===== config.mk =====
export PLATFORM = sky130hd
export DESIGN_NAME = madd_err_sweep
export DESIGN_NICKNAME = d
export VERILOG_FILES = /design/src/rtl/madd_err_pkg.sv /design/src/rtl/madd_exact.sv /design/src/rtl/madd_err_sweep.sv
export SDC_FILE = /design/constraint.sdc
export NUM_CORES = 1
export LEC_CHECK = 0
export ABC_AREA = 1
export CORE_ASPECT_RATIO = 1.2
export CORE_MARGIN = 2
export CORE_UTILIZATION = 40
export DETAILED_ROUTE_END_ITERATION = 10
export RECOVER_POWER = 100
export SLEW_MARGIN = 20
export SYNTH_ARGS = -nofsm -noshare
export SYNTH_HDL_FRONTEND = slang
export SYNTH_SLANG_ARGS = --single-unit

===== constraint.sdc =====
create_clock -name clk -period 5.74 [get_ports clk]
set_clock_uncertainty 0.1 [all_clocks]
set_input_delay 1.148 -clock clk [delete_from_list [all_inputs] [get_ports clk]]
set_output_delay 1.148 -clock clk [all_outputs]
set_load 0.01 [all_outputs]

===== src/rtl/madd_err_pkg.sv =====
// Shared types and constants for the a*b+c approximate-circuit error sweep.
// Other checkers of the same circuit reuse the exact-model function below.
package madd_err_pkg;

  localparam int VEC_W    = 6;
  localparam int OUT_W    = 4;
  localparam int CNT_W    = 7;
  localparam int SUM_W    = 10;
  localparam int NUM_VECS = 64;

  typedef enum logic [1:0] {
    IDLE  = 2'd0,
    SWEEP = 2'd1,
    DRAIN = 2'd2,
    DONE  = 2'd3
  } sweepState_t;

  // Vector layout: a = vec[1:0], b = vec[3:2], c = vec[5:4]; result fits in 0..12.
  function automatic logic [OUT_W-1:0] exactMadd(input logic [VEC_W-1:0] vec);
    logic [OUT_W-1:0] a;
    logic [OUT_W-1:0] b;
    logic [OUT_W-1:0] c;
    a = {2'b00, vec[1:0]};
    b = {2'b00, vec[3:2]};
    c = {2'b00, vec[5:4]};
    return (a * b) + c;
  endfunction

endpackage


===== src/rtl/madd_exact.sv =====
// Combinational exact reference for the 2x2-bit multiply-add circuit.
// Kept standalone so other checkers of the same circuit can instantiate it.
module madd_exact
  import madd_err_pkg::*;
(
  input  logic [VEC_W-1:0] i_vec,
  output logic [OUT_W-1:0] o_exact
);

  assign o_exact = exactMadd(i_vec);

endmodule


===== src/rtl/madd_err_sweep.sv =====
// Exhaustive error sweep of an approximate a*b+c circuit over all 64 inputs,
// reporting max/count/sum of absolute error and the first vector over threshold.
module madd_err_sweep
  import madd_err_pkg::VEC_W, madd_err_pkg::OUT_W, madd_err_pkg::CNT_W,
         madd_err_pkg::SUM_W, madd_err_pkg::sweepState_t,
         madd_err_pkg::IDLE, madd_err_pkg::SWEEP, madd_err_pkg::DRAIN,
         madd_err_pkg::DONE;
#(
  parameter int unsigned ET       = 5,
  parameter int unsigned NUM_VECS = madd_err_pkg::NUM_VECS
) (
  input  logic             clk,
  input  logic             rst_n,
  input  logic             start,
  input  logic             abort,
  output logic [VEC_W-1:0] stim,
  input  logic [OUT_W-1:0] approx_out,
  output logic             busy,
  output logic             done,
  output logic [OUT_W-1:0] max_err,
  output logic [CNT_W-1:0] err_cnt,
  output logic [SUM_W-1:0] sum_err,
  output logic             pass,
  output logic [VEC_W-1:0] first_fail_vec,
  output logic             first_fail_valid
);

  localparam logic [VEC_W-1:0] LAST_VEC = VEC_W'(NUM_VECS - 1);
  localparam logic [CNT_W-1:0] CNT_MAX  = CNT_W'(NUM_VECS);
  localparam logic [OUT_W:0]   L_ET     = (OUT_W + 1)'(ET);
  localparam logic [SUM_W-1:0] SUM_MAX  = '1;

  sweepState_t      r_state;
  sweepState_t      w_nextState;
  logic [VEC_W-1:0] r_stim;
  logic [VEC_W-1:0] r_s1Vec;
  logic [OUT_W-1:0] r_s1Err;
  logic             r_s1Valid;
  logic [OUT_W-1:0] r_maxErr;
  logic [CNT_W-1:0] r_errCnt;
  logic [SUM_W-1:0] r_sumErr;
  logic             r_pass;
  logic             r_done;
  logic [VEC_W-1:0] r_firstFailVec;
  logic             r_firstFailValid;

  logic [OUT_W-1:0] w_exact;
  logic [OUT_W:0]   w_diff;
  logic [OUT_W-1:0] w_err;
  logic [SUM_W:0]   w_sumNext;
  logic             w_inSweep;
  logic             w_accept;
  logic             w_abort;
  logic             w_clear;
  logic             w_lastVec;

  madd_exact u_exact (
    .i_vec   (r_stim),
    .o_exact (w_exact)
  );

  always_comb begin
    w_diff = '0;
    if (approx_out >= w_exact) begin
      w_diff = {1'b0, approx_out} - {1'b0, w_exact};
    end else begin
      w_diff = {1'b0, w_exact} - {1'b0, approx_out};
    end
  end

  // The top difference bit can never be set; saturating keeps the narrowing explicit.
  assign w_err = w_diff[OUT_W] ? '1 : w_diff[OUT_W-1:0];

  assign w_inSweep = (r_state == SWEEP);
  assign w_accept  = (r_state == IDLE) && start && !abort;
  assign w_abort   = ((r_state == SWEEP) || (r_state == DRAIN)) && abort;
  assign w_clear   = w_accept || w_abort;
  assign w_lastVec = (r_stim == LAST_VEC);
  assign w_sumNext = {1'b0, r_sumErr} + (SUM_W + 1)'(r_s1Err);

  always_ff @(posedge clk or negedge rst_n) begin
    if (!rst_n) begin
      r_state <= IDLE;
    end else begin
      r_state <= w_nextState;
    end
  end

  always_comb begin
    w_nextState = r_state;
    case (r_state)
      IDLE:    if (w_accept) w_nextState = SWEEP;
      SWEEP: begin
        if (abort) begin
          w_nextState = IDLE;
        end else if (w_lastVec) begin
          w_nextState = DRAIN;
        end
      end
      DRAIN:   w_nextState = abort ? IDLE : DONE;
      DONE:    w_nextState = IDLE;
      default: w_nextState = IDLE;
    endcase
  end

  // Stage 1: one cycle per vector, capture its error alongside the vector itself.
  always_ff @(posedge clk or negedge rst_n) begin
    if (!rst_n) begin
      r_stim    <= '0;
      r_s1Vec   <= '0;
      r_s1Err   <= '0;
      r_s1Valid <= 1'b0;
    end else if (w_clear) begin
      r_stim    <= '0;
      r_s1Vec   <= '0;
      r_s1Err   <= '0;
      r_s1Valid <= 1'b0;
    end else begin
      r_s1Valid <= w_inSweep;
      if (w_inSweep) begin
        r_s1Err <= w_err;
        r_s1Vec <= r_stim;
        if (!w_lastVec) begin
          r_stim <= r_stim + VEC_W'(1);
        end
      end
    end
  end

  // Stage 2: accumulate; pass and done are settled on the edge that leaves DONE.
  always_ff @(posedge clk or negedge rst_n) begin
    if (!rst_n) begin
      r_maxErr         <= '0;
      r_errCnt         <= '0;
      r_sumErr         <= '0;
      r_pass           <= 1'b0;
      r_done           <= 1'b0;
      r_firstFailVec   <= '0;
      r_firstFailValid <= 1'b0;
    end else if (w_clear) begin
      r_maxErr         <= '0;
      r_errCnt         <= '0;
      r_sumErr         <= '0;
      r_pass           <= 1'b0;
      r_done           <= 1'b0;
      r_firstFailVec   <= '0;
      r_firstFailValid <= 1'b0;
    end else begin
      r_done <= (r_state == DONE);
      if (r_state == DONE) begin
        r_pass <= ({1'b0, r_maxErr} <= L_ET);
      end
      if (r_s1Valid) begin
        if (r_s1Err > r_maxErr) begin
          r_maxErr <= r_s1Err;
        end
        if ((r_s1Err != '0) && (r_errCnt != CNT_MAX)) begin
          r_errCnt <= r_errCnt + CNT_W'(1);
        end
        r_sumErr <= w_sumNext[SUM_W] ? SUM_MAX : w_sumNext[SUM_W-1:0];
        if (!r_firstFailValid && ({1'b0, r_s1Err} > L_ET)) begin
          r_firstFailVec   <= r_s1Vec;
          r_firstFailValid <= 1'b1;
        end
      end
    end
  end

  assign stim             = r_stim;
  assign busy             = (r_state == SWEEP) || (r_state == DRAIN);
  assign done             = r_done;
  assign max_err          = r_maxErr;
  assign err_cnt          = r_errCnt;
  assign sum_err          = r_sumErr;
  assign pass             = r_pass;
  assign first_fail_vec   = r_firstFailVec;
  assign first_fail_valid = r_firstFailValid;

  // Saturation limits cannot be reached with one error per vector; flag if they ever are.
  aErrCntBound: assert property (@(posedge clk) disable iff (!rst_n)
    r_errCnt <= CNT_MAX);
  aSumNoOverflow: assert property (@(posedge clk) disable iff (!rst_n)
    r_s1Valid |-> !w_sumNext[SUM_W]);
  aStimNoWrap: assert property (@(posedge clk) disable iff (!rst_n)
    (w_inSweep && w_lastVec && !abort) |=> (r_stim == LAST_VEC));

endmodule


* Word-level counts from Yosys, hierarchy flattened
Index checks and enable logic that the tools add are counted.
** Cells by class
- $mul :: 1
- $add $sub $neg :: 6
- Order comparisons :: 4
- Equality and inequality tests :: 8
- Muxes and demuxes :: 33
- Reductions and logical operators :: 22
** Operator list (count)
- two-way mux 6 bit :: 8
- two-way mux 10 bit :: 3
- two-way mux 4 bit :: 6
- two-way mux 7 bit :: 3
- nonzero test 2 bit :: 6
- adder 10 x 4 -> 11 bit :: 1
- AND reduction 2 bit :: 5
- subtractor 4 x 4 -> 5 bit :: 2
- two-way mux 2 bit :: 4
- case mux 2 bit (4 select lines) :: 1
- adder 7 x 1 -> 7 bit (second input constant) :: 1
- two-way mux 1 bit :: 7
- != test 7 bit (second input constant) :: 1
- adder 6 x 1 -> 6 bit (second input constant) :: 1
- == test 6 bit (second input constant) :: 1
- logical AND 1 bit :: 5
- two-way mux 5 bit :: 1
- adder 4 x 2 -> 4 bit :: 1
- == test 2 bit (second input constant) :: 2
- greater-or-equal comparator 4 bit :: 1
- > comparator 4 x 3 -> 1 bit (second input constant) :: 1
- > comparator 4 bit :: 1
- less-or-equal comparator 4 x 3 -> 1 bit (second input constant) :: 1
- multiplier 2 x 2 -> 4 bit :: 1
- other kinds (7) :: 10
** Storage, ports and cells
- Logic and storage cells :: 86
- Flip-flop bits (word level) :: 49

* Depth between registers and ports, before layout
Gate-level depths: netlist of run 1.
- Word-level depth :: 7
- Depth in mapped cells :: 18

* Hierarchy
A second synthesis of run 1 with hierarchy kept.
** Second synthesis, totals
- Cells, all modules :: 389
- Area, all modules :: 3191.8 µm²
** Modules (own cells, without submodules)
- madd_err_sweep :: area an instance 3096.7 µm², sequential area each 1226.2 µm², cells each 377, times used 1
- madd_exact :: area an instance 95.1 µm², sequential area each 0.0 µm², cells each 12, times used 1

* Worst setup path after synthesis of run 1
No wires, ideal clock.
- Path kind :: reg-to-reg
- From :: register r_stim[1], in the netlist stim[1]
- To :: register r_s1Err[1]
- Path buffers :: 1
- Arrival :: 2795 ps
- Stages on the path, launching flop included :: 19
- Data required time :: 5524 ps
- Slack :: 2729 ps
- Setup time :: 116 ps
- Cells stage by stage :: dfrtp_1 -> nand2_1 -> inv_1 -> fa_1 -> ha_1 -> inv_1 -> fa_1 -> inv_1 -> ha_1 -> buf_4 -> nand2_1 -> inv_1 -> nand3_1 -> nand3_2 -> nand2_1 -> nand2_2 -> nand3_1 -> nand2_1 -> nand2_1
** Between the ends
- Longest elaborated chain between the ends :: 7
** Ends and longest elaborated chain
- start, declared :: line madd_err_sweep.sv:35 : logic [VEC_W-1:0] r_stim;
- start signal, assigned :: line madd_err_sweep.sv:124 : r_stim <= r_stim + VEC_W'(1);
- multiplier 2 x 2 -> 4 bit (*) :: line madd_err_pkg.sv:26 : return (a * b) + c;
- adder 4 x 2 -> 4 bit (*) :: line madd_err_pkg.sv:26
- subtractor 4 x 4 -> 5 bit (tied with other cells) :: line madd_err_sweep.sv:67 : w_diff = {1'b0, w_exact} - {1'b0, approx_out};
- two-way mux 5 bit (*) :: line madd_err_sweep.sv:64 : if (approx_out >= w_exact) begin
- two-way mux 4 bit (*) :: line madd_err_sweep.sv:72 : assign w_err = w_diff[OUT_W] ? '1 : w_diff[OUT_W-1:0];
- two-way mux 4 bit (*) :: line madd_err_sweep.sv:120 : if (w_inSweep) begin
- two-way mux 4 bit (*) :: line madd_err_sweep.sv:113 : end else if (w_clear) begin
- end signal, assigned :: line madd_err_sweep.sv:121 : r_s1Err <= w_err;
- end, declared :: line madd_err_sweep.sv:37 : logic [OUT_W-1:0] r_s1Err;
Mark *: on every way between the ends. The rest lies on a longest branch, timed or not. The select of a mux whose other input is x is not followed.
A chain may end at the register's enable or synchronous reset.

==> results of run 1 <==
power groups by stage:
stage | Sequential, mW | Combinational [mW] | Clock [mW]
CTS | 0.486 | 0.609 | 0.264
floorplan | 0.485 | 0.413 | 0
global route | 0.494 | 0.646 | 0.277
global placement | 0.490 | 0.595 | 0
detailed placement | 0.493 | 0.603 | 0
finish | 0.483 | 0.562 | 0.255
metal layers:
layer	part of all wire [%]	vias to the layer above	track usage [%]	wire length, um
met5	0	-	0	0
met4	1.6	0	5.617	110
met3	2.9	7	2.282	201
met2	51	56	30.71	3494
met1	44	1282	20.27	3047
li1	-	1387	-	-
path summary, 6_finish.rpt:
| check | end | slack [ns] |
|---|---|---|
| hold reg to reg | max_err[0]$_DFFE_PN0P_ | 0.41 |
| hold / removal | max_err[0]$_DFFE_PN0P_ | 0.41 |
| setup reg to reg | r_s1Err[3]$_DFFE_PN0P_ | 2.46 |
| max in group clk | first_fail_vec[4]$_DFFE_PN0P_ | 2.44 |
| min in group asynchronous | sum_err[4]$_DFFE_PN0P_ | 1.66 |
| setup / recovery | r_s1Err[1]$_DFFE_PN0P_ | 2.35 |
cells in the mapped netlist:
master,instances,share of area (%)
sky130_fd_sc_hd__o211ai_1,2,0.47
sky130_fd_sc_hd__xor2_1,5,1.4
sky130_fd_sc_hd__xnor2_1,5,1.4
sky130_fd_sc_hd__nor2_1,18,2.1
sky130_fd_sc_hd__nand4_2,1,0.39
sky130_fd_sc_hd__nand3_2,3,0.95
sky130_fd_sc_hd__inv_2,3,0.35
sky130_fd_sc_hd__nand2_2,1,0.20
sky130_fd_sc_hd__dfrtp_1,49,39
sky130_fd_sc_hd__fa_1,5,3.2
sky130_fd_sc_hd__nand3_1,44,6.9
sky130_fd_sc_hd__o21ai_1,2,0.32
sky130_fd_sc_hd__o21ai_0,27,4.3
sky130_fd_sc_hd__nor2_2,2,0.39
sky130_fd_sc_hd__inv_1,65,7.7
sky130_fd_sc_hd__buf_2,1,0.16
sky130_fd_sc_hd__nand3b_1,1,0.24
sky130_fd_sc_hd__nor2_4,1,0.35
sky130_fd_sc_hd__buf_6,3,1.1
sky130_fd_sc_hd__nor3_1,2,0.32
sky130_fd_sc_hd__buf_4,1,0.24
sky130_fd_sc_hd__nand2_1,105,12
sky130_fd_sc_hd__nand2_4,3,1.1
sky130_fd_sc_hd__ha_1,27,11
sky130_fd_sc_hd__o22ai_1,5,0.99
sky130_fd_sc_hd__nand4_1,8,1.6
sky130_fd_sc_hd__a21oi_1,15,2.4
area by class of cell:
class	instances	share of cell area (%)
Tap cell	92	3.064
Clock buffer	5	1.832
Multi-Input combinational cell	282	42.76
Sequential cell	49	32.63
Inverter	68	6.793
Timing Repair Buffer	45	11.69
Clock inverter	3	1.232
state kept, by name (all words and copies together), names as in the netlist, 2 cells and up:
name,cells
r_s1Vec,6
sum_err,10
r_state,2
r_s1Err,4
err_cnt,7
stim,6
first_fail_vec,6
max_err,4
cells by family (layout without fill, tap and decap cells):
kind of cell	count (synthesis)	after routing	share of synthesized area, %
AND/OR/NAND/NOR	189	189	26.95
buffers and inverters	73	121	9.495
AO/OA/AOI/OAI	51	51	8.392
flip-flops	49	49	38.61
adder cells (fa/ha/maj)	32	32	13.79
XOR/XNOR	10	10	2.758
stage by stage:
step                instance area, um^2  setup slack (ns)  cells  util (%)  hold WS, ns
finish                             3757             2.349    544     48.75       0.4088
global route                       3757             1.800    544     48.75       0.4546
CTS                                3802             2.519    544     49.33       0.4172
detailed placement                 3687             2.548    536     47.84       0.4040
global placement                   3687             2.612    536     47.84       0.3959
floorplan                          3176             2.729    404         -       0.3675
==> results.txt, run 1 <==
----------------------------------------------------
[Timing]
  Minimum period implied by the final worst setup slack ... 3.391 ns
  Final hold viol count ... 0
  Post-route clock period utilization ... 59.08%
  F_max ... 294.9 MHz
  Measured slew at the worst slew-check pin ... 2.682 ns
  Worst slew slack as a fraction of its limit ... -78.77%
  Total count of max-transition violations in the final report ... 50
  Final number of setup-violating endpoints ... 0
  Setup_tns ... 0 ns
  Setup repair after global routing missed its margin ... no

[Clock network]
  Clock-pin transition on the worst setup and hold timing paths ... 0.10 ns
  Clock tree buffer depth ... 2
  Sink Count ... 49
  Hold Buf Count CTS ... 0
  Source-to-sink clock delay at the later pin of the worst-skew pair ... 0.31 ns
  Buffers inserted by post-CTS timing repair ... 0
  Clock tree from TritonCTS ... done
  Level count of the clock H-tree ... 2
  Post-CTS Resized ... 0
  CTS Buf Count ... 5
  Buffer type at the clock tree root ... sky130_fd_sc_hd__clkbuf_8

[Synthesis]
  Area of the mapped netlist ... 0.003176 mm^2
  Number of distinct library cells after synthesis ... 27
  Flip-flop and latch count after synthesis ... 49
  Syn_area_per_cell ... 7.860 um^2
  Share of the yosys chip area belonging to registers ... 38.61%
  Post-synthesis cell count ... 404
  Yosys warning total ... 0
  Net count after synthesis ... 444

[GRT]
  Sum of overflow across all layers after global routing ... 0
  Largest net degree at the start of global routing ... 50
  Number of antenna violations at the first check in global routing ... 0
  Wire length of the first global-routing pass ... 11730 um
  Overall Global Routing Usage ... 16.79%
  Via count of the first global-routing pass ... 2566

[Power and ir drop]
  Part of the power in combinational logic ... 43.2%
  Net switching share of the total power ... 42.23%
  Sequential share of power ... 37.1%
  Total power per unit cell area ... 345.9 mW/mm^2
  Clock group share of total power ... 19.6%
  Peak ir drop on the vdd network ... 0.1392 mV
  Static power due to leakage ... 2.016 nW
  Final total power ... 1.300 mW
  Internal power summed over all cells ... 750.7 uW
  Switching power ... 548.8 uW

[Routing]
  DRC viols ... 0
  Drt first-iter violations ... 126
  Iteration count of the initial detailed-routing pass ... 4
  Wirelength, routed ... 6854 um
  Routed len/inst ... 12.60 um
  Vias after detailed routing ... 2732
  Antenna viol nets, final ... 0
  Number of vias per cell ... 5.022

[Cells and area]
  Number of antenna repair diodes ... 0
  Post-layout nets ... 491
  Layout Area Growth over Synthesis ... 18.32%
  FF/Latch Area ... 0.001226 mm^2
  Layout cell share with drive strength beyond 1 ... 3.097%
  Most used cells in the layout excluding fill and tap cells ... sky130_fd_sc_hd__nand2_1, sky130_fd_sc_hd__inv_1, sky130_fd_sc_hd__dfrtp_1
  Multi-input gate area in the final layout ... 0.001607 mm^2
  Layout filler cell count ... 796
  Most common cell after layout, fill and taps aside ... sky130_fd_sc_hd__nand2_1

[Worst setup path]
  WP depth ... 2
  Critical path buffer and inverter count ... 2
  Launching point of the worst reg2reg path ... stim[2]$_DFFE_PN0P_
  Chain of cells forming the critical path ... buf_2 > clkbuf_1
  Required time reported for the critical path endpoint ... 5.49 ns
  Critical Path Max Stage Delay ... 1.89 ns
  First element of the critical path ... rst_n
  Cell family with the largest share of critical-path delay ... buffers and inverters
  Worst Path Max Fanout ... 49
  Endpoint kind of the worst setup timing path ... async pin
  Arrival time at the worst endpoint ... 3.14 ns
  Max stage delay cell, worst path ... sky130_fd_sc_hd__clkbuf_1
  Launching element type of the critical path ... primary input
  Worst Setup Path Type ... in2async
  Path depth of the worst reg2reg path ... 17

[Min path]
  Path category of the worst min-delay check ... reg2reg
  Worst hold path startpoint ... r_s1Err[0]$_DFFE_PN0P_
  Number of cells on the worst hold path ... 2

[Place]
  Count of buffers inserted at the top-level ports ... 44
  Detailed Place HPWL ... 5215 um
  GPL Wtd Cong ... 0.8332

[Status]
  Status ... complete, but fails checks
  Failing checks ... max-capacitance violations, max-slew violations

[Floorplan]
  Row count ... 35
  Effective utilization at floorplan ... 41.20%
  Chip Height ... 101.6 um
  Placeable core region ... 0.007707 mm^2
  Die width ... 85.34 um
  Die Area ... 0.008670 mm^2
  Boundary Pins ... 45

[Run]
  Reported max-cap violation count ... 1

----------------------------------------------------
No activity file was read; power rests on OpenSTA's default activity.
==> run 2, diff against run 1 <==
clock period = 3.1 ns   (was 5.74 ns; I/O delays follow)
==> run 2 against run 1 <==
Against the previous run:
- the flow still finishes with violations (max-capacitance violations, max-slew violations)
- critical path depth rose by 15
- register-to-register slack got worse by 2.3 ns
- total power rose by 88%
- critical path type is now reg2reg
- largest power group unchanged
- highest routed layer unchanged
==> results.txt, run 2 (synthesis gave the netlist of run 1 again) <==
----------------------------------------------------
[Timing]
  F_max ... 338.5 MHz
  Minimum hold slack ... 0.4222 ns (was 0.4088 ns)
  Minimum period implied by the final worst setup slack ... 2.954 ns
  Setup_tns ... 0 ns (unchanged)
  Total count of max-transition violations in the final report ... 29 (was 50)
  Post-route clock period utilization ... 95.29%
  Worst slew slack as a fraction of its limit ... -3.799% (was -78.77%)
  Setup repair after global routing missed its margin ... yes (was no)
  Measured slew at the worst slew-check pin ... 1.557 ns (was 2.682 ns)
  Final hold viol count ... 0 (unchanged)
  Post-route worst setup slack ... 0.1460 ns (was 2.349 ns)
  Final number of setup-violating endpoints ... 0 (unchanged)

[Place]
  Count of buffers inserted at the top-level ports ... 44 (unchanged)
  GPL Wtd Cong ... 0.8043 (was 0.8332)
  Number of cells after detailed placement ... 544 (was 536)
  Setup slack after placement ... 0.08264 ns (was 2.548 ns)
  Detailed Place HPWL ... 5351 um (was 5215 um)

[Min path]
  Path category of the worst min-delay check ... reg2reg (unchanged)
  Number of cells on the worst hold path ... 2 (unchanged)

[Cells and area]
  Most common cell after layout, fill and taps aside ... sky130_fd_sc_hd__nand2_1 (unchanged)
  Layout Area Growth over Synthesis ... 24.11% (was 18.32%)
  FF/Latch Area ... 0.001226 mm^2 (unchanged)
  Layout cell share with drive strength beyond 1 ... 10.61% (was 3.097%)
  Number of antenna repair diodes ... 0 (unchanged)
  Post-layout nets ... 501 (was 491)
  Most used cells in the layout excluding fill and tap cells ... sky130_fd_sc_hd__nand2_1, sky130_fd_sc_hd__inv_1, sky130_fd_sc_hd__dfrtp_1 (unchanged)
  Layout filler cell count ... 765 (was 796)
  Multi-input gate area in the final layout ... 0.001739 mm^2 (was 0.001607 mm^2)
  Count of non-filler cells in the finished layout ... 554 (was 544)
  Flip-flop count of the largest register, all copies and words added ... 10 (unchanged)

[Power and ir drop]
  Peak ir drop on the vdd network ... 0.2491 mV (was 0.1392 mV)
  Net switching share of the total power ... 43.13% (was 42.23%)
  Internal power summed over all cells ... 1.387 mW (was 750.7 uW)
  Sequential share of power ... 36.2% (was 37.1%)
  Static power due to leakage ... 1.951 nW (was 2.016 nW)
  Final total power ... 2.439 mW (was 1.300 mW)
  Part of the power in combinational logic ... 48.1% (was 43.2%)
  Total power per unit cell area ... 618.8 mW/mm^2 (was 345.9 mW/mm^2)
  Switching power ... 1.052 mW (was 548.8 uW)
  Clock group share of total power ... 15.6% (was 19.6%)

[GRT]
  Sum of overflow across all layers after global routing ... 0 (unchanged)
  Wire length of the first global-routing pass ... 11580 um (was 11730 um)
  Largest net degree at the start of global routing ... 29 (was 50)
  Overall Global Routing Usage ... 16.61% (was 16.79%)
  Via count of the first global-routing pass ... 2607 (was 2566)
  Number of antenna violations at the first check in global routing ... 0 (unchanged)

[Routing]
  Met2 wirelength from detailed routing ... 3606 um (was 3494 um)
  Routed len/inst ... 12.71 um (was 12.60 um)
  Vias after detailed routing ... 2769 (was 2732)
  Uppermost layer routed ... met4 (unchanged)
  Number of vias per cell ... 4.998 (was 5.022)
  Drt first-iter violations ... 106 (was 126)
  Wirelength, routed ... 7039 um (was 6854 um)
  Met1 WL ... 3068 um (was 3047 um)
  DRC viols ... 0 (unchanged)
  Amount of wire on met3 after detailed routing ... 205 um (was 201 um)
  Iteration count of the initial detailed-routing pass ... 4 (unchanged)
  Antenna viol nets, final ... 0 (unchanged)

[Clock network]
  Source-to-sink clock delay at the later pin of the worst-skew pair ... 0.30 ns (was 0.31 ns)
  Level count of the clock H-tree ... 2 (unchanged)
  Hold Buf Count CTS ... 0 (unchanged)
  Buffer type at the clock tree root ... sky130_fd_sc_hd__clkbuf_8 (unchanged)
  Sink Count ... 49 (unchanged)
  Clock tree buffer depth ... 2 (unchanged)
  Clock tree from TritonCTS ... done (unchanged)
  CTS Buf Count ... 5 (unchanged)
  Clock-pin transition on the worst setup and hold timing paths ... 0.09 ns (was 0.10 ns)

[Floorplan]
  Boundary Pins ... 45 (unchanged)
  Die Area ... 0.008670 mm^2 (unchanged)
  Row count ... 35 (unchanged)
  Chip Height ... 101.6 um (unchanged)
  Effective utilization at floorplan ... 41.20% (unchanged)
  Placeable core region ... 0.007707 mm^2 (unchanged)
  Die width ... 85.34 um (unchanged)

[Worst setup path]
  Launching element type of the critical path ... flop (was primary input)
  Max stage delay cell, worst path ... sky130_fd_sc_hd__fa_1 (was sky130_fd_sc_hd__clkbuf_1)
  Worst Setup Path Type ... reg2reg (was in2async)
  Worst Path Max Fanout ... 4 (was 49)
  Critical Path Max Stage Delay ... 0.55 ns (was 1.89 ns)
  Chain of cells forming the critical path ... nand2_1 > inv_1 > fa_1 > ha_2 > inv_1 > fa_1 > inv_2 > ha_4 > nand2_4 > inv_4 > nand3_4 > nand3_4 > nand2_2 > nand2_4 > nand3_1 > nand2_1 > nand2_1 (was buf_2 > clkbuf_1)
  Endpoint kind of the worst setup timing path ... flop (was async pin)
  Most numerous cell on the critical path ... sky130_fd_sc_hd__nand2_1
  Arrival time at the worst endpoint ... 3.05 ns (was 3.14 ns)
  Required time reported for the critical path endpoint ... 3.20 ns (was 5.49 ns)
  Cell family with the largest share of critical-path delay ... adder cells (was buffers and inverters)
  Critical path buffer and inverter count ... 4 (was 2)
  Path depth of the worst reg2reg path ... 17 (unchanged)
  WP depth ... 17 (was 2)

[Status]
  Status ... complete, but fails checks (unchanged)
  Failing checks ... max-capacitance violations, max-slew violations (unchanged)

[Run]
  Reported max-cap violation count ... 1 (unchanged)

----------------------------------------------------
==> run 2: repair_timing <==
action / 4_1_cts / 5_1_grt
gates resized for setup: 0 / 26
buffers inserted: 0 / 2
setup endpoints to repair: 0 / 4
==> run 2: area by class of cell <==
type	instances	area share [%]
repair buffers	55	13.11
inverters	68	6.540
well taps	92	2.921
flip-flops and latches	49	31.11
clock buffers	6	1.841
clock inverters	2	0.3492
multi-input cells	282	44.13
==> run 2: power groups by stage <==
stage	clock (mW)	sequential (mW)	combinational, mW
finish	0.382	0.883	1.17
global route	0.422	0.905	1.32
global placement	0	0.893	1.15
floorplan	0	0.898	0.764
CTS	0.394	0.885	1.17
detailed placement	0	0.898	1.16
==> run 2: per-stage QoR <==
stage / instance area (um^2) / util [%]
final: 3941 / 51.14
after global routing: 3941 / 51.14
after CTS: 3834 / 49.74
after detailed placement: 3747 / 48.62
after global placement: 3747 / 48.62
after floorplan: 3176 / -
==> run 2: worst paths after layout <==
| check | end | start | slack [ns] |
|---|---|---|---|
| worst max register to register | r_s1Err[1]$_DFFE_PN0P_ | stim[2]$_DFFE_PN0P_ | 0.15 |
| worst min-delay path | first_fail_vec[0]$_DFFE_PN0P_ | first_fail_vec[0]$_DFFE_PN0P_ | 0.42 |
| worst min register to register | first_fail_vec[0]$_DFFE_PN0P_ | first_fail_vec[0]$_DFFE_PN0P_ | 0.42 |
| min in group asynchronous | sum_err[7]$_DFFE_PN0P_ | rst_n | 0.59 |
| worst max-delay path | r_s1Err[1]$_DFFE_PN0P_ | stim[2]$_DFFE_PN0P_ | 0.15 |
| max in group asynchronous | stim[2]$_DFFE_PN0P_ | rst_n | 1.02 |
==> run 2: worst reg2reg max path, stage by stage (launching register included) <==
cell and delay (ns):
sky130_fd_sc_hd__dfrtp_1 0.38, sky130_fd_sc_hd__nand2_1 0.08, sky130_fd_sc_hd__inv_1 0.06, sky130_fd_sc_hd__fa_1 0.48, sky130_fd_sc_hd__ha_2 0.16, sky130_fd_sc_hd__inv_1 0.05, sky130_fd_sc_hd__fa_1 0.55, sky130_fd_sc_hd__inv_2 0.06
sky130_fd_sc_hd__ha_4 0.29, sky130_fd_sc_hd__nand2_4 0.06, sky130_fd_sc_hd__inv_4 0.07, sky130_fd_sc_hd__nand3_4 0.08, sky130_fd_sc_hd__nand3_4 0.11, sky130_fd_sc_hd__nand2_2 0.07, sky130_fd_sc_hd__nand2_4 0.07, sky130_fd_sc_hd__nand3_1 0.07
sky130_fd_sc_hd__nand2_1 0.06, sky130_fd_sc_hd__nand2_1 0.04
==> run 2: per-layer routing <==
| layer | global-route usage, % | up-vias |
|---|---|---|
| li1 | - | 1408 |
| met3 | 2.445 | 11 |
| met2 | 29.63 | 49 |
| met1 | 20.07 | 1301 |
| met4 | 6.716 | 0 |
| met5 | 0 | - |
==> run 3, diff against run 2 <==
clock period = 2.55 ns   (was 3.1 ns; I/O delays follow)
==> run 3 against run 2 <==
Against the previous run:
- register-to-register slack got worse by 0.56 ns
- final area rose by 2.9%
- the flow finishes with violations (negative setup slack)
- total power rose by 25%
- critical endpoint is now r_s1Err[0]$_DFFE_PN0P_
==> results.txt, run 3 (synthesis gave the netlist of run 1 again) <==
----------------------------------------------------
[Floorplan]
  Placeable core region ... 0.007707 mm^2 (unchanged)
  Row count ... 35 (unchanged)
  Boundary Pins ... 45 (unchanged)
  Chip Height ... 101.6 um (unchanged)
  Die width ... 85.34 um (unchanged)
  Effective utilization at floorplan ... 41.20% (unchanged)
  Die Area ... 0.008670 mm^2 (unchanged)

[Cells and area]
  Post-layout nets ... 512 (was 501)
  Flip-flop count of the largest register, all copies and words added ... 10 (unchanged)
  Number of antenna repair diodes ... 0 (unchanged)
  Final cell area excluding filler cells ... 0.004055 mm^2 (was 0.003941 mm^2)
  Most common cell after layout, fill and taps aside ... sky130_fd_sc_hd__nand2_1 (unchanged)
  Layout cell share with drive strength beyond 1 ... 13.74% (was 10.61%)
  Layout Area Growth over Synthesis ... 27.70% (was 24.11%)
  Most used cells in the layout excluding fill and tap cells ... sky130_fd_sc_hd__nand2_1, sky130_fd_sc_hd__inv_1, sky130_fd_sc_hd__dfrtp_1 (unchanged)

[Routing]
  Antenna viol nets, final ... 0 (unchanged)
  Number of vias per cell ... 5.048 (was 4.998)
  Wirelength, routed ... 7216 um (was 7039 um)
  DRC viols ... 0 (unchanged)
  Routed len/inst ... 12.77 um (was 12.71 um)
  Iteration count of the initial detailed-routing pass ... 4 (unchanged)
  Drt first-iter violations ... 155 (was 106)
  Vias after detailed routing ... 2852 (was 2769)

[Worst setup path]
  WP depth ... 19 (was 17)
  Launching point of the worst reg2reg path ... stim[2]$_DFFE_PN0P_ (unchanged)
  Cell family with the largest share of critical-path delay ... adder cells (unchanged)
  Arrival time at the worst endpoint ... 3.05 ns (about the same)
  Required time reported for the critical path endpoint ... 2.64 ns (was 3.20 ns)
  Most numerous cell on the critical path ... sky130_fd_sc_hd__buf_4 (was sky130_fd_sc_hd__nand2_1)
  Critical path buffer and inverter count ... 7 (was 4)
  Critical Path Max Stage Delay ... 0.43 ns (was 0.55 ns)
  Reg-to-Reg End ... r_s1Err[0]$_DFFE_PN0P_ (was r_s1Err[1]$_DFFE_PN0P_)
  Reg-to-reg setup timing slack ... -0.41 ns (was 0.15 ns)
  Launching element type of the critical path ... flop (unchanged)
  Path depth of the worst reg2reg path ... 19 (was 17)
  Chain of cells forming the critical path ... buf_4 > buf_4 > buf_4 > nand2_1 > inv_1 > ha_1 > ha_2 > inv_2 > fa_1 > buf_4 > ha_2 > inv_2 > nand2_4 > a21oi_2 > nand3_2 > nand2_4 > nand2_1 > nand2_1 > o21ai_1 (was nand2_1 > inv_1 > fa_1 > ha_2 > inv_1 > fa_1 > inv_2 > ha_4 > nand2_4 > inv_4 > nand3_4 > nand3_4 > nand2_2 > nand2_4 > nand3_1 > nand2_1 > nand2_1)
  Worst Path Max Fanout ... 4 (unchanged)
  Endpoint kind of the worst setup timing path ... flop (unchanged)
  Max stage delay cell, worst path ... sky130_fd_sc_hd__fa_1 (unchanged)
  Worst Setup Path Type ... reg2reg (unchanged)

[Timing]
  Setup repair after global routing missed its margin ... yes (unchanged)
  Worst slew slack as a fraction of its limit ... 18.13% (was -3.799%)
  Post-route clock period utilization ... 116.2% (was 95.29%)
  Final number of setup-violating endpoints ... 4 (was 0)
  Measured slew at the worst slew-check pin ... 1.228 ns (was 1.557 ns)
  Minimum period implied by the final worst setup slack ... 2.963 ns (was 2.954 ns)
  Setup_tns ... -1.607 ns (was 0 ns)
  Post-route worst setup slack ... -0.4133 ns (was 0.1460 ns)
  Final hold viol count ... 0 (unchanged)
  F_max ... 337.5 MHz (was 338.5 MHz)
  Total count of max-transition violations in the final report ... 0 (was 29)

[Clock network]
  CTS Buf Count ... 5 (unchanged)
  Source-to-sink clock delay at the later pin of the worst-skew pair ... 0.30 ns (about the same)
  Buffer type at the clock tree root ... sky130_fd_sc_hd__clkbuf_8 (unchanged)
  Clock tree buffer depth ... 2 (unchanged)
  Level count of the clock H-tree ... 2 (unchanged)
  Clock tree from TritonCTS ... done (unchanged)
  Clock-pin transition on the worst setup and hold timing paths ... 0.10 ns (was 0.09 ns)
  Sink Count ... 49 (unchanged)

[GRT]
  Number of antenna violations at the first check in global routing ... 0 (unchanged)
  Via count of the first global-routing pass ... 2675 (was 2607)
  Sum of overflow across all layers after global routing ... 0 (unchanged)
  Largest net degree at the start of global routing ... 50 (was 29)
  Wire length of the first global-routing pass ... 11790 um (was 11580 um)
  Overall Global Routing Usage ... 16.56% (was 16.61%)

[Place]
  Count of buffers inserted at the top-level ports ... 44 (unchanged)
  Standard cell area after detailed placement ... 0.003800 mm^2 (was 0.003747 mm^2)
  Detailed Place HPWL ... 5316 um (was 5351 um)
  GPL Wtd Cong ... 0.9101 (was 0.8043)

[Min path]
  Number of cells on the worst hold path ... 2 (unchanged)
  Hold path endpoint ... max_err[0]$_DFFE_PN0P_ (was first_fail_vec[0]$_DFFE_PN0P_)
  Worst hold path startpoint ... r_s1Err[0]$_DFFE_PN0P_ (was first_fail_vec[0]$_DFFE_PN0P_)
  Path category of the worst min-delay check ... reg2reg (unchanged)

[Status]
  Status ... complete, but fails checks (unchanged)
  Failing checks ... negative setup slack (was max-capacitance violations, max-slew violations)

[Power and ir drop]
  Static power due to leakage ... 2.136 nW (was 1.951 nW)
  Total power per unit cell area ... 751.8 mW/mm^2 (was 618.8 mW/mm^2)
  Peak ir drop on the vdd network ... 0.3321 mV (was 0.2491 mV)
  Final total power ... 3.049 mW (was 2.439 mW)

[Run]
  Reported max-cap violation count ... 0 (was 1)

----------------------------------------------------
==> run 3: tightest hold or removal path, stage by stage, from the launching register on <==
cell,delay [ns]
sky130_fd_sc_hd__dfrtp_1,0.37
sky130_fd_sc_hd__nand2_1,0.06
sky130_fd_sc_hd__nand2_1,0.05
==> run 3: how the worst max path moves through the flow <==
| stage | end | slack (ns) | start |
|---|---|---|---|
| 2_1_floorplan | r_s1Err[1]$_DFFE_PN0P_ | -0.41 | stim[2]$_DFFE_PN0P_ |
| 3_3_place_gp | r_s1Err[1]$_DFFE_PN0P_ | -0.39 | stim[2]$_DFFE_PN0P_ |
| 3_5_place_dp | r_s1Err[3]$_DFFE_PN0P_ | -0.45 | stim[2]$_DFFE_PN0P_ |
| 4_1_cts | r_s1Err[1]$_DFFE_PN0P_ | -0.36 | stim[3]$_DFFE_PN0P_ |
| 5_1_grt | r_s1Err[3]$_DFFE_PN0P_ | -0.57 | stim[2]$_DFFE_PN0P_ |
| 6_report | r_s1Err[0]$_DFFE_PN0P_ | -0.41 | stim[2]$_DFFE_PN0P_ |
==> run 3: cell type report <==
class,count,area [um^2]
fillers,735,3652
multi-input cells,282,1747
flip-flops and latches,49,1226
repair buffers,66,594.3
inverters,68,257.7
well taps,92,115.1
clock buffers,5,68.82
clock inverters,3,46.29
==> run 3: report_power, final <==
group / internal (mW) / total, mW / switching [mW]
combinational: 0.549 / 1.42 / 0.867
sequential: 0.925 / 1.07 / 0.145
clock: 0.294 / 0.563 / 0.269
total: 1.77 / 3.05 / 1.28
==> run 3: what timing repair did <==
item	CTS	global route
hold buffers	0	0
buffers inserted	3	4
gates resized for setup	9	21
setup endpoints to repair	4	4
hold endpoints to repair	0	0
pin swaps	8	14
==> run 3: metrics by stage <==
stage / utilization [%] / cells / hold WS (ns) / worst slack (ns)
finish: 52.61 / 565 / 0.3962 / -0.4133
global route: 52.61 / 565 / 0.4433 / -0.5741
CTS: 51.61 / 561 / 0.2243 / -0.3627
detailed placement: 49.30 / 550 / 0.3882 / -0.4539
global placement: 49.30 / 550 / 0.3952 / -0.3910
floorplan: - / 404 / 0.1144 / -0.4071
==> run 3: routing by layer <==
layer  vias to the layer above  routed length, um  global-route usage, %  share of wire (%)
met3                         8                248                  1.874                3.4
met1                      1348               3195                  20.08                 44
met5                         -                  0                      0                  0
met4                         0                126                  5.250                1.7
met2                        60               3645                  30.59                 51
li1                       1436                  -                      -                  -
